**src/rtl/sap1_datapath.sv**
```systemverilog
// SAP-1 datapath: PC, MAR, 16x8 RAM, IR, A, B, ALU and OUT around one 8-bit W bus.
// Latency: W bus, ALU and RAM read are combinational; register loads and RAM writes land on the next edge.
// Backpressure: none; the control word is obeyed every cycle, and program mode freezes all registers.
module sap1_datapath (
  input  logic       CLK,
  input  logic       CLR,
  input  logic       Cp,
  input  logic       Ep,
  input  logic       Lm_bar,
  input  logic       CE_bar,
  input  logic       Li_bar,
  input  logic       Ei_bar,
  input  logic       La_bar,
  input  logic       Ea,
  input  logic       Su,
  input  logic       Eu,
  input  logic       Lb_bar,
  input  logic       Lo_bar,
  input  logic       prog_mode,
  input  logic [3:0] prog_addr,
  input  logic [7:0] prog_data,
  input  logic       prog_we,
  output logic [3:0] inst,
  output logic [7:0] out_reg,
  output logic [3:0] pc,
  output logic [7:0] w_bus,
  output logic       bus_conflict
);

  logic [3:0] pc_q, pc_d;
  logic [3:0] mar_q, mar_d;
  logic [7:0] ir_q, ir_d;
  logic [7:0] a_q, a_d;
  logic [7:0] b_q, b_d;
  logic [7:0] out_q, out_d;
  logic       conflict_q, conflict_d;
  logic [7:0] ram_q [16];

  logic [7:0] alu;
  logic [7:0] bus;
  logic [2:0] n_src;
  logic       conflict_now;

  // ALU: add or subtract, wrapping mod 256, no flags.
  always_comb begin
    alu = Su ? (a_q - b_q) : (a_q + b_q);
  end

  // W bus: wired-OR of enabled sources; in program mode it shows the RAM word being loaded.
  always_comb begin
    bus          = 8'h00;
    n_src        = 3'd0;
    conflict_now = 1'b0;
    if (prog_mode) begin
      bus = ram_q[prog_addr];
    end else begin
      if (Ep)      bus = bus | {4'h0, pc_q};
      if (!CE_bar) bus = bus | ram_q[mar_q];
      if (!Ei_bar) bus = bus | {4'h0, ir_q[3:0]};
      if (Ea)      bus = bus | a_q;
      if (Eu)      bus = bus | alu;
      n_src = {2'b00, Ep} + {2'b00, !CE_bar} + {2'b00, !Ei_bar}
            + {2'b00, Ea} + {2'b00, Eu};
      conflict_now = (n_src > 3'd1);
    end
  end

  // Next-state: every load captures the same pre-edge bus value; program mode holds everything.
  always_comb begin
    pc_d       = pc_q;
    mar_d      = mar_q;
    ir_d       = ir_q;
    a_d        = a_q;
    b_d        = b_q;
    out_d      = out_q;
    conflict_d = conflict_q | conflict_now;
    if (!prog_mode) begin
      if (Cp)      pc_d  = pc_q + 4'd1;
      if (!Lm_bar) mar_d = bus[3:0];
      if (!Li_bar) ir_d  = bus;
      if (!La_bar) a_d   = bus;
      if (!Lb_bar) b_d   = bus;
      if (!Lo_bar) out_d = bus;
    end
  end

  // Register file with synchronous clear taking priority over all loads.
  always_ff @(posedge CLK) begin
    if (CLR) begin
      pc_q       <= 4'h0;
      mar_q      <= 4'h0;
      ir_q       <= 8'h00;
      a_q        <= 8'h00;
      b_q        <= 8'h00;
      out_q      <= 8'h00;
      conflict_q <= 1'b0;
    end else begin
      pc_q       <= pc_d;
      mar_q      <= mar_d;
      ir_q       <= ir_d;
      a_q        <= a_d;
      b_q        <= b_d;
      out_q      <= out_d;
      conflict_q <= conflict_d;
    end
  end

  // RAM: written only from the program port, and deliberately unaffected by CLR.
  always_ff @(posedge CLK) begin
    if (prog_mode && prog_we) ram_q[prog_addr] <= prog_data;
  end

  assign inst         = ir_q[7:4];
  assign out_reg      = out_q;
  assign pc           = pc_q;
  assign w_bus        = bus;
  assign bus_conflict = conflict_q;

endmodule

```
**config.mk**
```make
export PLATFORM = sky130hd
export DESIGN_NAME = sap1_datapath
export DESIGN_NICKNAME = d
export VERILOG_FILES = /design/src/rtl/sap1_datapath.sv
export SDC_FILE = /design/constraint.sdc
export NUM_CORES = 1
export LEC_CHECK = 0
export BUFFER_PORTS_ARGS = -buffer_cell sky130_fd_sc_hd__buf_2
export CORE_MARGIN = 2
export CORE_UTILIZATION = 40
export DETAILED_ROUTE_END_ITERATION = 16
export PLACE_DENSITY_LB_ADDON = 0.2
export SLEW_MARGIN = 20
export SYNTH_ARGS = -nofsm -noshare
export SYNTH_HDL_FRONTEND = slang
export SYNTH_SLANG_ARGS = --single-unit
export TNS_END_PERCENT = 5
```
**constraint.sdc**
```tcl
create_clock -name CLK -period 4.6 [get_ports CLK]
set_clock_uncertainty 0.15 [all_clocks]
set_input_delay 0.46 -clock CLK [delete_from_list [all_inputs] [get_ports CLK]]
set_output_delay 0.46 -clock CLK [all_outputs]
set_load 0.01 [all_outputs]
```
==> results of run 1 <==
## critical path, delay by kind of cell, from the launching register on
| family | cells | cell delay [ns] |
|---|---|---|
| compound gates | 4 | 1.21 |
| fa+ha+maj | 2 | 0.52 |
| flops | 1 | 0.39 |
| simple gates | 2 | 0.31 |
| xor+xnor | 2 | 0.29 |
| buf+inv | 2 | 0.27 |
## power by group
group	internal, uW	switching (uW)
logic	227	281
registers	1720	44.2
clock network	800	609
## synth_stat cells, types with 5 or more instances
master    instances  area [sq um]
buf_2             6          30.0
inv_1            14          52.6
a21oi_1          14          70.1
nor3_1           41           205
o21a_1            8          60.1
mux2_2            6          67.6
dfxtp_1          45           901
edfxtp_1        128          3840
nor2_1           84           315
ha_1             10           125
clkbuf_1         22          82.6
nand2_1          28           105
a21boi_0          5          37.5
mux2i_1           9          90.1
a211oi_1         11          82.6
buf_4             6          45.0
buf_1             6          22.5
xnor2_1           9          78.8
mux4_2           72          1620
## through the flow
| stage | instances | hold WS, ns |
|---|---|---|
| 3_5_place_dp | 880 | 0.331 |
| 6_report | 913 | 0.211 |
| 3_3_place_gp | 880 | 0.326 |
| 5_1_grt | 912 | 0.226 |
| 2_1_floorplan | 579 | 0.315 |
| 4_1_cts | 912 | 0.202 |
## cells by family after synthesis
group | synth area share (%)
AND/OR/NAND/NOR | 9.34
flip-flops | 57.4
multiplexers | 21.5
AO/OA/AOI/OAI | 5.54
buffers and inverters | 2.86
XOR/XNOR | 1.38
adder cells (fa/ha/maj) | 2.00
## how the worst max path moves through the flow
stage | cells past startpoint | slack, ns | start | end
after floorplan | 8 | 1.33 | Su | w_bus[3]
after global placement | 12 | 1.02 | b_q[0] | w_bus[5]
after detailed placement | 12 | 1.0 | b_q[0] | w_bus[5]
after CTS | 12 | 0.54 | b_q[0] | w_bus[5]
after global routing | 12 | 0.29 | b_q[0] | w_bus[5]
final | 12 | 0.57 | b_q[0] | w_bus[5]
## final cells by class
cell class	count	area [sq um]
fillers	1809	10800
flip-flops and latches	173	4750
multi-input cells	351	3290
clock buffers	18	429
repair buffers	71	405
well taps	270	338
clock inverters	14	143
inverters	15	56.3
diodes	1	2.50
## metal layers
layer / wire (um) / share of wire, %
met1: 8600 / 41
met5: 0 / 0
met2: 10800 / 51
met4: 513 / 2.4
met3: 1280 / 6.0
==> insert_results.sql, run 1 <==
INSERT INTO impl_metrics (metric_group, metric, value, unit) VALUES
('global_routing', 'grt_util_met1', '25.7', '%'),
('setup_path', 'worstPathRequired', '3.99', 'ns'),
('sta', 'fin_ws', '0.569', 'ns'),
('finish', 'layout.cells.most_common_list', 'edfxtp_1, nor2_1, mux4_2, buf_2, dfxtp_1', ''),
('sta', 'rsz_0062_raised_after_global_routing', 'false', ''),
('cts', 'clock_tree.root_cell', 'clkbuf_16', ''),
('global_routing', 'grt_util_met2', '34.5', '%'),
('cts', 'cts-resized-gates', '0', ''),
('floorplan', 'area_of_the_core', '20200', 'sq um'),
('sta', 'post-route-min-period', '4.03', 'ns'),
('floorplan', 'die_area', '21800', 'sq um'),
('drt', 'route.vias.total', '5246', ''),
('sta', 'finalSetupViolCount', '0', ''),
('setup_path', 'critical-path-max-stage-delay', '0.44', 'ns'),
('drt', 'drt.antenna.violating_nets', '0', ''),
('sta', 'fin_crit_sh', '87.6', '%'),
('sta', 'maxSlewViolCount', '0', ''),
('finish', 'post_route_cells_drive_above_1_share', '28.7', '%'),
('setup_path', 'critical-path-slowest-cell', 'o211ai_1', ''),
('setup_path', 'critical_path.endpoint_type', 'primary output', ''),
('finish', 'design.final.nets', '669', ''),
('sta', 'slew_at_the_pin_closest_to_its_max_slew_limit', '1.11', 'ns'),
('setup_path', 'crit_arrival', '3.42', 'ns'),
('placement', 'place_congestion', '0.808', ''),
('finish', 'post-route-cell-area', '9410', 'sq um'),
('setup_path', 'r2r-end', 'b_q[7]', ''),
('cts', 'clkSinkCount', '173', ''),
('sta', 'relSlewSlack', '26.0', '%'),
('synth', 'synth_top_flop_cell', 'edfxtp_1', ''),
('setup_path', 'setup.worst_path.start_class', 'register', ''),
('finish', 'utilization_after_layout', '46.5', '%'),
('floorplan', 'core.rowCount', '52', ''),
('power', 'power', '3680', 'uW'),
('setup_path', 'worst-r2r-cell-count', '7', ''),
('cts', 'h-tree-depth', '4', ''),
('setup_path', 'crit_chain', 'inv_1 > ha_1 > a21oi_1 > xnor2_1 > ha_1 > and2_1 > a221oi_1 > nand2_1 > xnor2_1 > o211ai_1 > a21boi_0 > buf_2', ''),
('setup_path', 'classification_of_the_worst_setup_path', 'register to primary output', ''),
('global_routing', 'grt-busiest-layer', 'met2', ''),
('cts', 'max-clock-path-buffers', '2', ''),
('drt', 'post_drt_wl_per_cell', '23.3', 'um'),
('floorplan', 'start_util', '40.9', '%'),
('drt', 'drtIter0Drc', '536', ''),
('placement', 'placement.io_buffers', '52', ''),
('power', 'vdd_ir_drop_max', '234', 'uV'),
('synth', 'yosysSeqAreaShare', '57.4', '%'),
('drt', 'drt-pass1-iter-count', '5', ''),
('finish', 'mostFrequentLayoutCell', 'edfxtp_1', ''),
('global_routing', 'grt_pass1_vias', '5331', ''),
('sta', 'fmax', '248', 'MHz'),
('global_routing', 'met3_usage', '4.69', '%'),
('synth', 'syn_nets', '619', ''),
('cts', 'cts.repair_timing.setup_buffer_count', '0', ''),
('synth', 'async_reset_ff_share', '0', '%'),
('hold_path', 'hold-path-endpoint', 'b_q[4]', ''),
('floorplan', 'floorplan.die.height', '148', 'um'),
('power', 'p_leak', '0.00321', 'uW'),
('synth', 'syn-cell-area', '8270', 'sq um'),
('floorplan', 'boundaryPins', '53', ''),
('cts', 'tritoncts.num_buffers', '17', ''),
('outcome', 'status', 'finished, final reports clean', ''),
('global_routing', 'grt_max_degree', '42', ''),
('setup_path', 'crit_path_max_fanout', '5', ''),
('sta', 'final-hold-violation-count', '0', ''),
('synth', 'yosys_reg_bits', '173', ''),
('synth', 'synth_edf_count', '128', ''),
('drt', 'vias_per_cell', '5.75', ''),
('placement', 'detailedPlace.worstSlack', '0.999', 'ns'),
('drt', 'totalWireLength', '21200', 'um'),
('cts', 'cts-hold-fix-buffers', '0', ''),
('synth', 'post_synth_num_cell_types', '48', ''),
('sta', 'setup_total_negative_slack', '0', 'ns');
Power figures use the tool's default switching activity.
==> run 2, diff against run 1 <==
Settings changed: CORE_UTILIZATION 40 to 65.
==> run 2 against run 1 <==
Compared with the run above:
- final cell count decreased by 12%
- utilization is 27 points higher
- clock power rose by 6%
- fmax decreased by 3.3%
- sequential cell count stayed put
- worst hold slack got worse by 0.014 ns
- setup slack lost 0.14 ns
- wire length fell by 4.8%
- sequential power barely moved
- critical path type unchanged
==> insert_results.sql, run 2 (synthesized netlist as in run 1, its figures left out) <==
INSERT INTO impl_metrics (metric_group, metric, value, unit) VALUES
('finish', 'top_register', 'ram_q', ''),
('finish', 'design.final.nets', '661', ''),
('drt', 'drt-pass1-iter-count', '8', ''),
('setup_path', 'critical_path.endpoint_type', 'primary output', ''),
('cts', 'worst_skew_pair.late_latency', '0.43', 'ns'),
('power', 'p_leak', '0.00317', 'uW'),
('cts', 'tritoncts.num_buffers', '17', ''),
('floorplan', 'boundaryPins', '53', ''),
('power', 'vdd_ir_drop_max', '353', 'uV'),
('setup_path', 'setup.worst_path.start_class', 'register', ''),
('floorplan', 'core.rowCount', '41', ''),
('finish', 'instances_no_fill', '805', ''),
('setup_path', 'critical-path-max-stage-delay', '0.43', 'ns'),
('drt', 'drtIter0Drc', '613', ''),
('sta', 'fin_crit_sh', '90.6', '%'),
('floorplan', 'start_util', '66.1', '%'),
('floorplan', 'chipWidth', '117', 'um'),
('global_routing', 'gr-usage-all-layers', '31.3', '%'),
('power', 'cellPowerDensity', '406', 'nW/um^2'),
('global_routing', 'grt_pass1_vias', '5327', ''),
('setup_path', 'worstPathRequired', '3.99', 'ns'),
('cts', 'clock_tree.root_cell', 'clkbuf_16', ''),
('sta', 'relSlewSlack', '21.3', '%'),
('finish', 'area_growth_syn_to_layout', '11.9', '%'),
('sta', 'setup_total_negative_slack', '0', 'ns'),
('cts', 'clkSinkCount', '173', ''),
('cts', 'cts-resized-gates', '0', ''),
('global_routing', 'gr-total-overflow', '0', ''),
('placement', 'post-place-cells', '774', ''),
('setup_path', 'critical-path-slowest-cell', 'o211ai_1', ''),
('setup_path', 'crit_chain', 'inv_1 > ha_1 > a21oi_1 > xnor2_1 > ha_1 > and2_1 > a221oi_1 > nand2_1 > xnor2_1 > o211ai_1 > a21boi_0 > buf_2', ''),
('finish', 'final.fill_count', '808', ''),
('finish', 'antenna_cells', '0', ''),
('finish', 'mostFrequentLayoutCell', 'edfxtp_1', ''),
('cts', 'max-clock-path-buffers', '2', ''),
('sta', 'post-route-min-period', '4.17', 'ns'),
('sta', 'timing.hold.ws', '0.198', 'ns'),
('drt', 'vias_per_cell', '6.85', ''),
('setup_path', 'crit_arrival', '3.56', 'ns'),
('drt', 'drt.antenna.violating_nets', '0', ''),
('drt', 'residual_drc', '0', ''),
('global_routing', 'global_route_wire_length_before_repair', '30000', 'um'),
('sta', 'fmax', '240', 'MHz'),
('placement', 'hpwl', '13100', 'um'),
('sta', 'finalSetupViolCount', '0', ''),
('cts', 'cts-hold-fix-buffers', '0', ''),
('run', 'timing.max_cap.violations', '0', ''),
('setup_path', 'crit_path_max_fanout', '5', ''),
('sta', 'final-hold-violation-count', '0', ''),
('sta', 'maxSlewViolCount', '0', ''),
('setup_path', 'classification_of_the_worst_setup_path', 'register to primary output', ''),
('finish', 'largest_register_ff_count', '128', ''),
('sta', 'slew_at_the_pin_closest_to_its_max_slew_limit', '1.18', 'ns'),
('outcome', 'status', 'finished, final reports clean', ''),
('floorplan', 'die_area', '13600', 'sq um'),
('drt', 'route.vias.total', '5518', ''),
('cts', 'cts.repair_timing.setup_buffer_count', '0', ''),
('placement', 'place_congestion', '0.905', ''),
('hold_path', 'worst_hold_path_type', 'primary input to register', ''),
('global_routing', 'antenna_found_initial', '0', ''),
('cts', 'cts_tree', 'done', ''),
('drt', 'post_drt_wl_per_cell', '25.1', 'um'),
('setup_path', 'r2r_setup_slack', '1.37', 'ns'),
('cts', 'worst_setup_hold_path_clk_slew', '0.06', 'ns'),
('drt', 'totalWireLength', '20200', 'um'),
('floorplan', 'floorplan.die.height', '117', 'um'),
('finish', 'post_route_cells_drive_above_1_share', '27.3', '%'),
('finish', 'layout.cells.most_common_list', 'edfxtp_1, nor2_1, mux4_2, buf_2, dfxtp_1', ''),
('global_routing', 'grt_max_degree', '42', ''),
('floorplan', 'area_of_the_core', '12500', 'sq um'),
('placement', 'placement.io_buffers', '52', ''),
('sta', 'rsz_0062_raised_after_global_routing', 'false', ''),
('cts', 'h-tree-depth', '4', '');
[run 2: cell type report]
class	instances	area, sq um	share of cell area, %
Sequential cell	173	4750	51.3
Multi-Input combinational cell	351	3290	35.6
Clock buffer	20	437	4.72
Timing Repair Buffer	63	343	3.70
Tap cell	172	215	2.32
Clock inverter	11	169	1.82
Inverter	15	56.3	0.608
[run 2: final timing paths]
kind	startpoint	endpoint	cells past startpoint
setup / recovery	b_q[0]	w_bus[5]	12
hold / removal	Lo_bar	out_reg[5]	2
setup reg to reg	b_q[0]	b_q[7]	11
hold reg to reg	bus_conflict	bus_conflict	2
[run 2: critical path: cells and delay by family (launching register included)]
kind	cells	cell delay [ns]
AO/OA/AOI/OAI	4	1.31
adder cells (fa/ha/maj)	2	0.53
flip-flops	1	0.41
AND/OR/NAND/NOR	2	0.31
XOR/XNOR	2	0.30
buffers and inverters	2	0.28
[run 2: where the power goes]
group	leakage, uW	switching, uW	internal, uW
sequential	0.00152	43.1	1720
clock	0.000284	583	904
combinational	0.00136	282	228
total	0.00317	908	2850
[run 2: metal layers]
metal	vias to the layer above	track usage [%]	part of all wire, %
met1	2727	39.4	37
met4	0	17.6	5.3
met5	-	0	0
li1	2333	-	-
met2	377	51.1	49
met3	81	6.80	9.0
[run 2: through the flow]
stage	setup WS, ns	util [%]	power [uW]	cell area [sq um]
2_1_floorplan	1.33	-	2140	8270
5_1_grt	0.266	74.0	3870	9260
3_3_place_gp	1.09	69.1	2270	8650
6_report	0.431	74.0	3760	9260
4_1_cts	0.491	73.9	3760	9250
3_5_place_dp	1.00	69.1	2290	8650
